**src/rtl/fake_cd_ctrl_if.sv**
```systemverilog
// fake_cd_ctrl_if: bridge <-> CD mechanism command, status and data strobe signals
interface fake_cd_ctrl_if;
  logic        COMM_SEND;
  logic [95:0] COMMAND;
  logic        STAT_GET;
  logic [7:0]  STATUS;
  logic [7:0]  CD_DATA;
  logic        CD_WR;
  modport master(output COMM_SEND, COMMAND, STAT_GET, input STATUS, CD_DATA, CD_WR);
  modport slave(input COMM_SEND, COMMAND, STAT_GET, output STATUS, CD_DATA, CD_WR);
endinterface

```
**src/rtl/fake_cd_ctrl.sv**
```systemverilog
// fake_cd_ctrl: CD-ROM mechanism stand-in running TEST UNIT READY, REQUEST SENSE and READ(6); define FAKE_CD_TOC_EN to add READ TOC (0xDE)
module fake_cd_ctrl #(
  parameter int BYTE_GAP     = 8,
  parameter int SECTOR_BYTES = 2048
) (
  input logic           CLK,
  input logic           RES,
  fake_cd_ctrl_if.slave bus
);
  localparam int GW = $clog2(BYTE_GAP + 1);
  typedef enum logic [1:0] {S_IDLE, S_DATA, S_STAT} state_t;
  typedef enum logic [1:0] {K_RS, K_RD, K_TOC} kind_t;
  state_t        state_q, state_d;
  kind_t         kind_q, kind_d, nk, k_s;
  logic [20:0]   lba_q, lba_d, lba_s, lba_a;
  logic [8:0]    cnt_q, cnt_d, cnt_s;
  logic [8:0]    sec_q, sec_d, s_s;
  logic [10:0]   off_q, off_d, o_s;
  logic [1:0]    sel_q, sel_d, sel_s;
  logic [GW-1:0] gap_q, gap_d;
  logic          last_q, last_d;
  logic [7:0]    sense_q, sense_d;
  logic [7:0]    status_q, status_d;
  logic [7:0]    cd_data_q, cd_data_d;
  logic          cd_wr_q, cd_wr_d;
  logic [7:0]    op, b1, b2, b3, b4, byte_s, toc_b;
  logic          is_rs, is_rd, is_toc, is_tur, has_data, accept, fire, last_byte, wrap;
  logic          unused_cmd;
  assign op = bus.COMMAND[7:0];
  assign b1 = bus.COMMAND[15:8];
  assign b2 = bus.COMMAND[23:16];
  assign b3 = bus.COMMAND[31:24];
  assign b4 = bus.COMMAND[39:32];
  assign unused_cmd = ^{bus.COMMAND[95:40], b1[7:5], sel_s};
  assign is_tur = op == 8'h00;
  assign is_rs = op == 8'h03;
  assign is_rd = op == 8'h08;
`ifdef FAKE_CD_TOC_EN
  logic [31:0] toc_w;
  assign is_toc = op == 8'hDE && b1 <= 8'd2;
  assign toc_w = sel_s == 2'd0 ? 32'h0101_0000 : sel_s == 2'd1 ? 32'h6000_0000 : 32'h0002_0004;
  assign toc_b = toc_w[{~o_s[1:0], 3'b000} +: 8];
`else
  assign is_toc = 1'b0;
  assign toc_b = 8'h00;
`endif
  assign has_data = is_rs || is_rd || is_toc;
  assign nk = is_rs ? K_RS : is_toc ? K_TOC : K_RD;
  assign accept = state_q == S_IDLE && bus.COMM_SEND;
  // on the accept cycle the byte generator works from the incoming command, otherwise from the latched one
  assign k_s = accept ? nk : kind_q;
  assign lba_s = accept ? {b1[4:0], b2, b3} : lba_q;
  assign cnt_s = accept ? {b4 == 8'h00, b4} : cnt_q;
  assign sel_s = accept ? b1[1:0] : sel_q;
  assign s_s = accept ? 9'd0 : sec_q;
  assign o_s = accept ? 11'd0 : off_q;
  assign lba_a = lba_s + 21'(s_s);
  assign byte_s = k_s == K_RD ? lba_a[7:0] ^ o_s[7:0] :
                  k_s == K_RS ? (o_s == 11'd0 ? 8'h70 : o_s == 11'd2 ? sense_q : 8'h00) : toc_b;
  assign wrap = k_s == K_RD && o_s == 11'(SECTOR_BYTES - 1);
  assign last_byte = k_s == K_RD ? wrap && s_s == cnt_s - 9'd1 : k_s == K_RS ? o_s == 11'd17 : o_s == 11'd3;
  assign fire = (accept && has_data && BYTE_GAP == 1) || (state_q == S_DATA && !last_q && gap_q == GW'(1));
  // next-state: command accept, byte pacing, completion and status handshake
  always_comb begin
    state_d = state_q;
    kind_d = kind_q;
    lba_d = lba_q;
    cnt_d = cnt_q;
    sec_d = sec_q;
    off_d = off_q;
    sel_d = sel_q;
    gap_d = gap_q;
    last_d = last_q;
    sense_d = sense_q;
    status_d = status_q;
    cd_data_d = cd_data_q;
    cd_wr_d = 1'b0;
    if (accept) begin
      kind_d = nk;
      lba_d = {b1[4:0], b2, b3};
      cnt_d = {b4 == 8'h00, b4};
      sel_d = b1[1:0];
      sec_d = '0;
      off_d = '0;
      last_d = 1'b0;
      gap_d = GW'(BYTE_GAP - 1);
      state_d = has_data ? S_DATA : S_STAT;
      status_d = has_data ? status_q : is_tur ? 8'h00 : 8'h02;
      sense_d = has_data || is_tur ? sense_q : 8'h05;
    end
    if (state_q == S_DATA) begin
      state_d = last_q ? S_STAT : S_DATA;
      status_d = last_q ? 8'h00 : status_q;
      sense_d = last_q && kind_q == K_RS ? 8'h00 : sense_q;
      gap_d = gap_q - GW'(1);
    end
    if (fire) begin
      cd_wr_d = 1'b1;
      cd_data_d = byte_s;
      gap_d = GW'(BYTE_GAP);
      last_d = last_byte;
      off_d = wrap ? 11'd0 : o_s + 11'd1;
      sec_d = wrap ? s_s + 9'd1 : s_s;
    end
    if (state_q == S_STAT && bus.STAT_GET) state_d = S_IDLE;
  end
  // state and registered outputs; reset aborts any transfer at once
  always_ff @(posedge CLK or posedge RES) begin
    if (RES) begin
      state_q <= S_IDLE;
      kind_q <= K_RS;
      lba_q <= '0;
      cnt_q <= '0;
      sec_q <= '0;
      off_q <= '0;
      sel_q <= '0;
      gap_q <= '0;
      last_q <= 1'b0;
      sense_q <= 8'h00;
      status_q <= 8'h00;
      cd_data_q <= 8'h00;
      cd_wr_q <= 1'b0;
    end else begin
      state_q <= state_d;
      kind_q <= kind_d;
      lba_q <= lba_d;
      cnt_q <= cnt_d;
      sec_q <= sec_d;
      off_q <= off_d;
      sel_q <= sel_d;
      gap_q <= gap_d;
      last_q <= last_d;
      sense_q <= sense_d;
      status_q <= status_d;
      cd_data_q <= cd_data_d;
      cd_wr_q <= cd_wr_d;
    end
  end
  assign bus.STATUS = status_q;
  assign bus.CD_DATA = cd_data_q;
  assign bus.CD_WR = cd_wr_q;
endmodule

```
**src/flat_wrapper.sv**
```systemverilog
// flat-port wrapper written by rule: the top's interface ports become plain ports
module fake_cd_ctrl_flat 
#(
  parameter int BYTE_GAP     = 8,
  parameter int SECTOR_BYTES = 2048
)
  (CLK, RES, bus_COMM_SEND, bus_COMMAND, bus_STAT_GET, bus_STATUS, bus_CD_DATA, bus_CD_WR);
  fake_cd_ctrl_if bus_i ();
  input logic CLK;
  input logic RES;
  input wire logic [$bits(bus_i.COMM_SEND)-1:0] bus_COMM_SEND;
  input wire logic [$bits(bus_i.COMMAND)-1:0] bus_COMMAND;
  input wire logic [$bits(bus_i.STAT_GET)-1:0] bus_STAT_GET;
  output wire logic [$bits(bus_i.STATUS)-1:0] bus_STATUS;
  output wire logic [$bits(bus_i.CD_DATA)-1:0] bus_CD_DATA;
  output wire logic [$bits(bus_i.CD_WR)-1:0] bus_CD_WR;
  assign bus_i.COMM_SEND = bus_COMM_SEND;
  assign bus_i.COMMAND = bus_COMMAND;
  assign bus_i.STAT_GET = bus_STAT_GET;
  assign bus_STATUS = bus_i.STATUS;
  assign bus_CD_DATA = bus_i.CD_DATA;
  assign bus_CD_WR = bus_i.CD_WR;
  fake_cd_ctrl #(.BYTE_GAP(BYTE_GAP), .SECTOR_BYTES(SECTOR_BYTES)) u_core (.CLK(CLK), .RES(RES), .bus(bus_i));
endmodule
```
**config.mk**
```make
export PLATFORM = sky130hd
export DESIGN_NAME = fake_cd_ctrl_flat
export DESIGN_NICKNAME = d
export VERILOG_FILES = /design/src/rtl/fake_cd_ctrl_if.sv /design/src/rtl/fake_cd_ctrl.sv /design/src/flat_wrapper.sv
export SDC_FILE = /design/constraint.sdc
export NUM_CORES = 1
export LEC_CHECK = 0
export ABC_AREA = 1
export BUFFER_PORTS_ARGS = -buffer_cell sky130_fd_sc_hd__buf_4
export CAP_MARGIN = 10
export CORE_ASPECT_RATIO = 0.9
export CORE_MARGIN = 4
export CORE_UTILIZATION = 40
export DETAILED_ROUTE_END_ITERATION = 16
export PLACE_DENSITY = 0.63
export SYNTH_ARGS = -nofsm -noshare
export SYNTH_HDL_FRONTEND = slang
export SYNTH_SLANG_ARGS = --single-unit
```
**constraint.sdc**
```tcl
create_clock -name CLK -period 3.5 [get_ports CLK]
set_clock_uncertainty 0.05 [all_clocks]
set_input_delay 0.175 -clock CLK [delete_from_list [all_inputs] [get_ports CLK]]
set_output_delay 0.175 -clock CLK [all_outputs]
set_load 0.05 [all_outputs]
```
==> impl_results.md, run 1 <==
- Status: finished, violations left
- Failing checks: negative hold slack
- Hold crit path type: primary input to asynchronous set/reset pin
- Worst R2R Setup Slack: ~610 ps
- Pre-antenna DRT Iters: 5
- Vias in the first global route: approximately 3000
- Clk buf depth: 2
- Num rows: 32
- Crit. End Element: register
- Leak Pwr: 2.29 nW
- Setup crit start kind: register
- Pin count of the biggest net entering global routing: 45
- Worst IR Drop VDD: around 0.20 mV
- Ant. Diodes: 0
- GRT met2 Usage: 0.260
- Gr busiest metal: met2
- Area growth from synthesis to layout: 16.5%
- Initial Utilization: 0.417
- Worst endpoint required time: 3670 ps
- Synth warn: 0
- DP HPWL: 6.44 mm
- Total CTS buffers: 9
- Routed Antenna Nets: 0
- Sw Share: 0.415
- Syn_area_per_cell: a little over 7 µm²
- Critical R2R Launch: u_core.state_q[1]
- Cell variety after synth: 38
- R2R depth: 14
- Rel. slew slack: 0.380
- First-pass GRT wire length: between 10 and 15 mm
- Pwr Total: 0.00261 W
- Total setup buffers inserted after CTS: 0
- Cells after Synth: 502
- P per Cell Area: 615 nW/µm²
- Via density: 4.82
- Detailed Route WL: 8.50 mm
- NetSw: 0.00108 W
- Pint: about 0.0015 W
- DRC: 0
- PortBufs: 37
- Critical path class: register to register
- Power share of the sequential group: 0.338
- Ports: about 120
- Global routing usage on met1: 0.228
- Hold Fails Final Rpt: 3
- Filler cells: between 800 and 900
- Die H: just under 100 µm
- Register area share after synthesis: 0.392
- Congestion Overflow GR: 0
- Register bit total from synthesis: 57
- Area after DPL: 4040 µm²
- Clk Latency, worst-skew pair: 340 ps
- Final instance area: 4240 µm²
- Comb pwr share: 0.434
- CP startpoint: u_core.state_q[1]
- # clock sinks: 57
- Period utilisation layout: 0.825
- Core area: slightly below 9000 µm²
- WL/cell: 12.7 µm
- Initial drt markers: 177
- Post-layout min period: 2890 ps
- GP Congestion: roughly 0.92
- Clock power share: 0.228
- Reg clk slew, reported paths: 70 ps
- Total track usage: 0.167
- Critical register-to-register path endpoint: u_core.sec_q[3]
- Nets: 663
- Setup_tns: 0 ps
- Critical-path maximum fanout: 16
- Initial antenna violation count: 0
- Final setup vio count: 0
- Met3 Track Usage GR: 0.0465
- Minimum hold slack: -9.69 ps
- Die W: 109 µm
- Unrepaired setup endpoints after global routing: no
- Share of cells above drive strength 1: 0.136
- H-tree depth: 3
- Mapped cell area: 3640 µm²
- CTS root buffer: clkbuf_8
- Fmax: 346 MHz
- WP data arrival: a little over 3000 ps
- Max Cap Viol: 0
- EDFF count, synth: 0
- Via count: 3239
- Max-slew violations: 0
- Top FF cell, synth: dfrtp_1
- Worst Tran Pin Value: 929 ps
- Async S/R FF share, synth: 1.00
- CTS tree: done
- Die area: about 11000 µm²
-- per-stage QoR --
| stage | hold slack, ps | std cells | worst slack [ps] | util |
|---|---|---|---|---|
| final | -9.69 | 672 | 614 | 0.486 |
| after global routing | 12.5 | 672 | 356 | 0.486 |
| after CTS | 10.7 | 672 | 620 | 0.486 |
| after detailed placement | 325 | 655 | 644 | 0.463 |
| after global placement | 319 | 655 | 684 | 0.463 |
| after floorplan | 231 | 508 | 951 | - |
-- power groups by stage --
stage | Combinational, W | Sequential (W) | Clock, W
after CTS | 0.00114 | 0.000883 | 0.000607
after global placement | 0.00111 | 0.000890 | 0
after global routing | 0.00127 | 0.000899 | 0.000646
final | 0.00113 | 0.000883 | 0.000594
after detailed placement | 0.00113 | 0.000895 | 0
after floorplan | 0.000749 | 0.000997 | 0
-- cells in the mapped netlist (all sizes together), types with 2 or more instances --
master    n  area share
nand2   152        0.16
inv      71       0.073
nor2     65       0.070
dfrtp    57        0.39
nand3    43       0.060
xor2     17       0.041
buf      15       0.027
ha       14       0.048
o21ai    13       0.018
a21oi     9       0.012
xnor2     8       0.019
nor3      7       0.014
nand4     6       0.010
a31oi     4      0.0069
a221oi    3      0.0072
or2       3      0.0052
a22oi     2      0.0041
nand3b    2      0.0041
o211ai    2      0.0041
-- what timing repair did --
item | 4_1_cts | 5_1_grt
hold endpoints to repair | 1 | 0
setup endpoints to repair | 0 | 0
hold buffers | 1 | 0
resized for setup | 0 | 0
-- critical path, cell delays in order, from the launching register on --
cell	delay, ps
dfrtp_1	440
nor2_2	70
nand2_2	260
buf_4	250
nand2_1	200
inv_1	110
ha_1	180
nand4_1	100
nor2_1	140
nand2_1	110
nor2_1	280
nand2_1	150
nor2_1	160
nand3_1	110
xor2_1	150
-- kinds of logic (layout without fill, tap and decap cells) --
group	Yosys count	after routing	share of synthesized area
flip-flops	57	57	0.392
buffers and inverters	87	132	0.101
other	1	7	0.00103
AO/OA/AOI/OAI	37	37	0.0618
AND/OR/NAND/NOR	279	279	0.324
adder cells (fa/ha/maj)	15	15	0.0536
XOR/XNOR	26	26	0.0666
-- registers in the layout, indices dropped and copies added, names as in the netlist --
register	count
u_core.bus.CD_DATA	8
u_core.bus.CD_WR	1
u_core.bus.STATUS	1
u_core.cnt_q	9
u_core.gap_q	4
u_core.kind_q	2
u_core.last_q	1
u_core.lba_q	8
u_core.off_q	11
u_core.sec_q	9
u_core.sense_q	1
u_core.state_q	2
-- area by class of cell --
cell class | count | area (µm²) | area share
flip-flops and latches | 57 | 1430 | 0.336
multi-input cells | 364 | 1870 | 0.440
clock buffers | 14 | 183 | 0.0430
clock inverters | 2 | 10.0 | 0.00236
repair buffers | 45 | 340 | 0.0802
well taps | 119 | 149 | 0.0351
inverters | 71 | 267 | 0.0628
-- metal layers --
metal  vias to the layer above  share of wire
met2                        88           0.46
met1                      1486           0.48
li1                       1655              -
met3                        10          0.053
met4                         0          0.013
met5                         -              0
-- worst max-delay path by stage --
stage	end	depth (start not counted)
2_1_floorplan	u_core.bus.CD_DATA[5]	17
3_3_place_gp	u_core.sec_q[3]	14
3_5_place_dp	u_core.sec_q[2]	14
4_1_cts	u_core.sec_q[3]	14
5_1_grt	u_core.sec_q[3]	14
6_report	u_core.sec_q[3]	14
-- layout by cell type (no fill, tap or decap), types with 8 or more instances in the layout --
cell,count
inv_1,67
xor2_1,17
a21oi_1,9
ha_1,14
nor2_1,61
nand2_1,150
dfrtp_1,57
o21ai_0,12
xnor2_1,8
buf_4,44
clkbuf_8,13
nand3_1,42
No activity file was read; power rests on OpenSTA's default activity.
==> run 2, diff against run 1 <==
--- a/config.mk
+++ b/config.mk
@@ -12,7 +12,7 @@
 export CORE_MARGIN = 4
 export CORE_UTILIZATION = 40
 export DETAILED_ROUTE_END_ITERATION = 16
-export PLACE_DENSITY = 0.63
+export PLACE_DENSITY = 0.66
 export SYNTH_ARGS = -nofsm -noshare
 export SYNTH_HDL_FRONTEND = slang
 export SYNTH_SLANG_ARGS = --single-unit
==> constraint.sdc (replaced) <==
create_clock -name CLK -period 2.6 [get_ports CLK]
set_clock_uncertainty 0.05 [all_clocks]
set_input_delay 0.13 -clock CLK [delete_from_list [all_inputs] [get_ports CLK]]
set_output_delay 0.13 -clock CLK [all_outputs]
set_load 0.05 [all_outputs]
==> run 2 against run 1 <==
Effect of this change: the run now ends clean; critical path depth did not move; sequential cell count stayed put; largest power group unchanged; sequential share of layout area down 3.4 points; worst setup slack got worse by 500 ps; highest routed layer unchanged; first-iteration DRC count down 0.56%; final cell count up 5.7%; clock power increased by 41%; clock-buffer cell count fell by 4; power grew 47%; global-route usage increased by 0.55 points; register-to-register slack got worse by 500 ps; utilization up 5.4 points.
==> impl_results.md, run 2 (synthesis gave the netlist of run 1 again) <==
- Status: completed
- GRT met2 Usage: 0.275
- WL/cell: about 13 µm
- Slowest cell delay on critical path: roughly 420 ps
- Clk Latency, worst-skew pair: 350 ps
- Die area: 10700 µm²
- Die H: roughly 99 µm
- Post-Place Worst Slack: between 0.05 and 0.06 ps
- Filler cells: roughly 860
- Detailed Route WL: 9.09 mm
- Hold crit path type: primary input to register
- Final setup vio count: 0
- Worst IR Drop VDD: between 0.2 and 0.3 mV
- Nets: 701
- Core area: approximately 8700 µm²
- Total CTS buffers: 9
- Max reg flops: 11
- Critical-path maximum fanout: 6
- Critical path class: register to register
- Pre-antenna DRT Iters: 4
- Most used cell, CP: nand2_1
- Via density: 4.73
- Area after DPL: 4190 µm²
- Area growth from synthesis to layout: 29.4%
- Reg clk slew, reported paths: about 70 ps
- Crit. End Element: register
- Worst endpoint required time: around 2800 ps
- H-tree depth: 3
- Num rows: 32
- DP HPWL: between 6 and 7 mm
- Fmax: 402 MHz
- Max Cap Viol: 0
- Vias in the first global route: 3176
- Setup crit start kind: register
- Largest Register: u_core.off_q
- WP data arrival: 2650 ps
- Leak Pwr: 2.49 nW
- Met3 Track Usage GR: 0.0452
- Max-slew violations: 0
- Commonest cells after routing, fill and taps aside: nand2_1, buf_4, inv_1
- CTS tree: done
- Gr busiest metal: met2
- Slowest cell on crit path: dfrtp_1
- Initial drt markers: 176
- Pin count of the biggest net entering global routing: 25
- Largest regs: u_core.off_q x11, u_core.cnt_q x9, u_core.sec_q x9
- Minimum hold slack: 8.18 ps
- Die W: 109 µm
- Ant. Diodes: 0
- Initial antenna violation count: 0
- Clk buf depth: 2
- CP bufs+invs: 1
- Total track usage: 0.173
- Initial Utilization: 0.417
- # clock sinks: 57
- CTS root buffer: clkbuf_8
- PortBufs: 37
- DRC: 0
- CP top delay family: simple AND/OR/NAND/NOR gates
- Period utilisation layout: 0.956
- Via count: 3356
- Congestion Overflow GR: 0
- Hold Fails Final Rpt: 0
- Post-layout min period: 2490 ps
- GP Congestion: 0.879
- Commonest non-fill, non-tap cell in the layout: nand2_1
- Ports: 117
- P per Cell Area: 811 nW/µm²
- Global routing usage on met1: 0.236
- Routed Antenna Nets: 0
- Share of cells above drive strength 1: 0.213
- Fin worst setup slack: 114 ps
- Final instance area: 4710 µm²
- First-pass GRT wire length: approximately 15 mm
- Critical path, cell by cell: nor2_4 > nand2_4 > buf_12 > nand2_1 > nand2_2 > ha_2 > fa_2 > nand3_2 > nand3_2 > nand2_1 > nand2_1 > a21oi_2 > xor2_1 > o211ai_1
==> run 2: what timing repair did <==
action                                  in CTS  in global routing
hold endpoints to repair                    24                  0
hold buffers                                 9                  0
endpoints found under the setup margin       2                 15
resized for setup                            1                 32
setup buffers                                0                 13
pin swaps                                    0                 15
==> run 2: worst register-to-register path, stage by stage (launching register included) <==
cell and delay, ps:
dfrtp_1 420, nor2_4 150, nand2_4 130, buf_12 170
nand2_1 70, nand2_2 80, ha_2 190, fa_2 360
nand3_2 90, nand3_2 80, nand2_1 70, nand2_1 60
a21oi_2 140, xor2_1 180, o211ai_1 100
==> run 2: where the power goes <==
| group | total, W | internal, W | switching, W | leakage [nW] |
|---|---|---|---|---|
| registers | 0.00119 | 0.00109 | 0.0000992 | 0.706 |
| logic | 0.00180 | 0.000695 | 0.00110 | 1.69 |
| clock network | 0.000838 | 0.000461 | 0.000377 | 0.102 |
| total | 0.00382 | 0.00225 | 0.00158 | 2.49 |
==> run 2: final cells by class <==
type	instances	area (µm²)	share of cell area
clock buffers	10	138	0.0292
clock inverters	6	57.6	0.0122
repair buffers	83	694	0.147
flip-flops and latches	57	1430	0.303
multi-input cells	364	1980	0.419
inverters	71	274	0.0581
well taps	119	149	0.0316
==> run 2: path summary, 6_finish.rpt <==
| path | from | end | slack (ps) | depth (start not counted) |
|---|---|---|---|---|
| hold reg to reg | u_core.bus.STATUS[1] | u_core.bus.STATUS[1] | 430 | 2 |
| max in group asynchronous | RES | u_core.lba_q[1] | 1560 | 4 |
| setup / recovery | u_core.state_q[1] | u_core.bus.CD_DATA[6] | 110 | 14 |
| min in group asynchronous | RES | u_core.bus.CD_WR | 270 | 3 |
| hold / removal | bus_COMMAND[25] | u_core.lba_q[1] | 8 | 3 |
| setup reg to reg | u_core.state_q[1] | u_core.bus.CD_DATA[6] | 110 | 14 |
==> run 2: per-stage QoR <==
stage                     total power [W]   util  setup TNS, ps  cells
after global placement            0.00278  0.480              0    673
final                             0.00382  0.540              0    710
after global routing              0.00412  0.540          -83.9    710
after CTS                         0.00368  0.513              0    698
after detailed placement          0.00281  0.480              0    673
after floorplan                   0.00235      -              0    508
==> run 2: per-layer routing <==
layer  share of wire  wire, µm
met1            0.47      4310
met2            0.47      4290
met3           0.038       346
met4           0.015       132
met5               0         0
==> run 3, diff against run 2 <==
--- a/config.mk
+++ b/config.mk
@@ -5,14 +5,16 @@
 export SDC_FILE = /design/constraint.sdc
 export NUM_CORES = 1
 export LEC_CHECK = 0
-export ABC_AREA = 1
+export ABC_AREA = 0
 export BUFFER_PORTS_ARGS = -buffer_cell sky130_fd_sc_hd__buf_4
 export CAP_MARGIN = 10
+export CELL_PAD_IN_SITES_DETAIL_PLACEMENT = 1
+export CELL_PAD_IN_SITES_GLOBAL_PLACEMENT = 2
 export CORE_ASPECT_RATIO = 0.9
 export CORE_MARGIN = 4
-export CORE_UTILIZATION = 40
+export CORE_UTILIZATION = 26
 export DETAILED_ROUTE_END_ITERATION = 16
-export PLACE_DENSITY = 0.66
+export PLACE_DENSITY = 0.73
 export SYNTH_ARGS = -nofsm -noshare
 export SYNTH_HDL_FRONTEND = slang
 export SYNTH_SLANG_ARGS = --single-unit
==> run 3 against run 2 <==
Effect of this change: the run now ends with negative setup slack left; clock-buffer cell count up 1; sequential cell count unchanged; worst setup slack worse by 210 ps; critical path depth down 2; global-route usage down 2.0 points; synthesized cell count down 19%; synthesized area down 2.5%; cell area up 14%; largest cell class unchanged.
==> impl_results.md, run 3 <==
- Status: finished, violations left
- Failing checks: negative setup slack
- WP data arrival: 2860 ps
- R2R depth: 12
- P per Cell Area: between 900 and 1000 nW/µm²
- Setup crit start kind: register
- Total CTS buffers: 9
- Area growth from synthesis to layout: 50.7%
- Max Cap Viol: 0
- Synth Area in Simple Gates: 0.264
- Synth warn: 0
- Synth Area in Compound Gates: 0.104
- CTS tree: done
- Clock power share: 0.257
- Pin count of the biggest net entering global routing: 31
- Slowest cell delay on critical path: approximately 460 ps
- Power share of the sequential group: 0.274
- Top cell type's share of synthesized area: 0.402
- Fmax: 371 MHz
- H-tree depth: 3
- Syn_area_per_cell: 8.75 µm²
- Top-count cell post-synth: nand2_1
- Die H: 119 µm
- Critical register-to-register path endpoint: u_core.bus.CD_DATA[6]
- Worst endpoint required time: 2770 ps
- Commonest non-fill, non-tap cell in the layout: buf_4
- Core area: about 13000 µm²
- NetSw: 0.00200 W
- Congestion Overflow GR: 0
- Unrepaired setup endpoints after global routing: yes
- Sw Share: 0.389
- Critical-path maximum fanout: 5
- Share of cells above drive strength 1: 0.352
- Post-layout min period: 2690 ps
- Hold EP: u_core.lba_q[3]
- Register area share after synthesis: 0.402
- Post-synthesis mux area share: 0.00845
- Max-slew violations: 0
- DP HPWL: ~8.4 mm
- Ant. Diodes: 0
- Worst IR Drop VDD: 0.394 mV
- Period utilisation layout: 1.04
- Largest family of logic cells by synthesized area: simple AND/OR/NAND/NOR gates
- Critical path class: register to register
- CP top delay family: compound AO/OA/AOI/OAI gates
- EDFF count, synth: 0
- Num rows: 40
- Leak Pwr: 2.43 nW
- Commonest cells in the netlist: nand2_1, dfrtp_1, nor2_1
- Initial drt markers: 100
- Rel. slew slack: 0.517
- Mapped cell area: ~3600 µm²
- Initial antenna violation count: 0
- Largest area contributor in the netlist: dfrtp_1
- PortBufs: 37
- GP Congestion: 0.806
- Slowest cell on crit path: dfrtp_2
- Critical R2R Launch: u_core.state_q[0]
- Pre-antenna DRT Iters: 4
- DRC: 0
- Fin worst setup slack: -93.7 ps
- Crit. End Element: register
- Worst R2R Setup Slack: -90 ps
- Register bit total from synthesis: 57
- Via density: roughly 4.8
- Reg clk slew, reported paths: 50 ps
- Commonest cells after routing, fill and taps aside: buf_4, nand2_1, dfrtp_1
- Hold Fails Final Rpt: 0
- Largest Register: u_core.off_q
- Largest regs: u_core.off_q x11, u_core.cnt_q x9, u_core.sec_q x9
- Hold Path Depth: 4
- Total track usage: 0.153
- Nets: 641
- Die W: 131 µm
- Detailed Route WL: 11.6 mm
- Final setup vio count: 5
- Final instance area: 5350 µm²
- Hold crit path type: primary input to register
- Initial Utilization: 0.266
- Critical path, cell by cell: buf_6 > or3b_4 > nand2_4 > nand2_4 > buf_6 > fa_2 > a21o_1 > a21oi_2 > o21ai_2 > xnor2_1 > a22oi_1 > nand2_1
- Vias in the first global route: 3579
- Pint: between 0.003 and 0.004 W
- Ports: 117
- Routed Antenna Nets: 0
- Worst Tran Pin Value: 724 ps
- Top FF cell, synth: dfrtp_1
- Area contributors post-synth: dfrtp_1, nand2_1, xnor2_1, ha_1, xor2_1
- CP bufs+invs: 2
- CTS root buffer: clkbuf_16
- Die area: 15600 µm²
- Clk Latency, worst-skew pair: 340 ps
- Post-Synth Adder-Cell Area: 0.0549
- Final Core Density: 0.400
- Async S/R FF share, synth: 1.00
- WL/cell: 16.7 µm
- Area after DPL: between 4000 and 5000 µm²
- Via count: between 3000 and 4000
- Cells after Synth: ~410
- Cell variety after synth: 57
- Comb pwr share: 0.469
- Max reg flops: 11
- Post-synthesis xor/xnor area fraction: 0.118
- Min-delay src: bus_COMMAND[27]
- Clk buf depth: 2
- # clock sinks: 57
- First-pass GRT wire length: about 19 mm
-- run 3: cell types whose count changed after synthesis, moves of 5 or more --
cell / previous run / this run
and2_1: 0 / 8
inv_1: 68 / 16
nor2_1: 61 / 39
xnor2_1: 8 / 30
nand2_1: 150 / 83
nor4_1: 0 / 7
nand3_1: 42 / 11
clkbuf_1: 1 / 7
nor3_1: 5 / 10
-- run 3: kinds of logic (layout without fill, tap and decap cells) --
logic type               Yosys count  in the layout
AO/OA/AOI/OAI                     54             54
XOR/XNOR                          48             48
adder cells (fa/ha/maj)           15             15
buffers and inverters             37            154
flip-flops                        57             57
multiplexers                       3              3
other                              1              7
AND/OR/NAND/NOR                  191            193
-- run 3: per-layer routing --
layer | global-route usage | share of wire | vias to the layer above
met4 | 0.0433 | 0.014 | 0
li1 | - | - | 1626
met5 | 0 | 0 | -
met3 | 0.0418 | 0.034 | 16
met1 | 0.199 | 0.46 | 1642
met2 | 0.252 | 0.49 | 43
-- run 3: worst max-delay path by stage --
stage / start / endpoint / slack [ps] / cells past startpoint
after floorplan: u_core.state_q[1] / u_core.bus.CD_DATA[6] / -250 / 15
after global placement: u_core.state_q[0] / u_core.bus.CD_DATA[7] / -100 / 10
after detailed placement: u_core.state_q[0] / u_core.bus.CD_DATA[6] / -170 / 11
after CTS: u_core.state_q[1] / u_core.bus.CD_DATA[6] / -70 / 10
after global routing: u_core.state_q[0] / u_core.bus.CD_DATA[6] / -200 / 12
final: u_core.state_q[0] / u_core.bus.CD_DATA[6] / -90 / 12
-- run 3: power groups by stage --
| stage | clock, W | combinational, W | sequential, W |
|---|---|---|---|
| floorplan | 0 | 0.00122 | 0.00154 |
| global placement | 0 | 0.00199 | 0.00137 |
| detailed placement | 0 | 0.00204 | 0.00139 |
| CTS | 0.00135 | 0.00221 | 0.00140 |
| global route | 0.00140 | 0.00265 | 0.00145 |
| finish | 0.00132 | 0.00240 | 0.00140 |
-- run 3: area by class of cell --
cell class / instances / area, µm²
flip-flops and latches: 57 / 1430
fillers: 1536 / 8010
multi-input cells: 320 / 2310
well taps: 168 / 210
clock inverters: 5 / 77.6
clock buffers: 11 / 253
repair buffers: 122 / 1020
inverters: 16 / 60.1
-- run 3: worst register-to-register path, delay by kind of cell, from the launching register on --
family          cells  cell delay [ps]
compound gates      4              650
simple gates        4              640
flops               1              460
fa+ha+maj           1              390
buf+inv             2              250
xor+xnor            1              130
-- run 3: metrics by stage --
step | setup TNS, ps | total power, W | instances | worst slack, ps | hold slack (ps)
2_1_floorplan | -634 | 0.00276 | 412 | -248 | 185
3_3_place_gp | -334 | 0.00337 | 648 | -97.1 | 246
3_5_place_dp | -773 | 0.00343 | 648 | -174 | 254
4_1_cts | -193 | 0.00497 | 687 | -70.7 | 24.0
5_1_grt | -925 | 0.00550 | 699 | -203 | 80.7
6_report | -291 | 0.00513 | 699 | -93.7 | 74.6
-- run 3: what timing repair did --
item	CTS	global route
resized for setup	15	37
buffers inserted	8	13
hold endpoints to repair	40	0
pin swaps	10	26
setup endpoints to repair	10	18
hold buffers	13	0
cloned	2	0
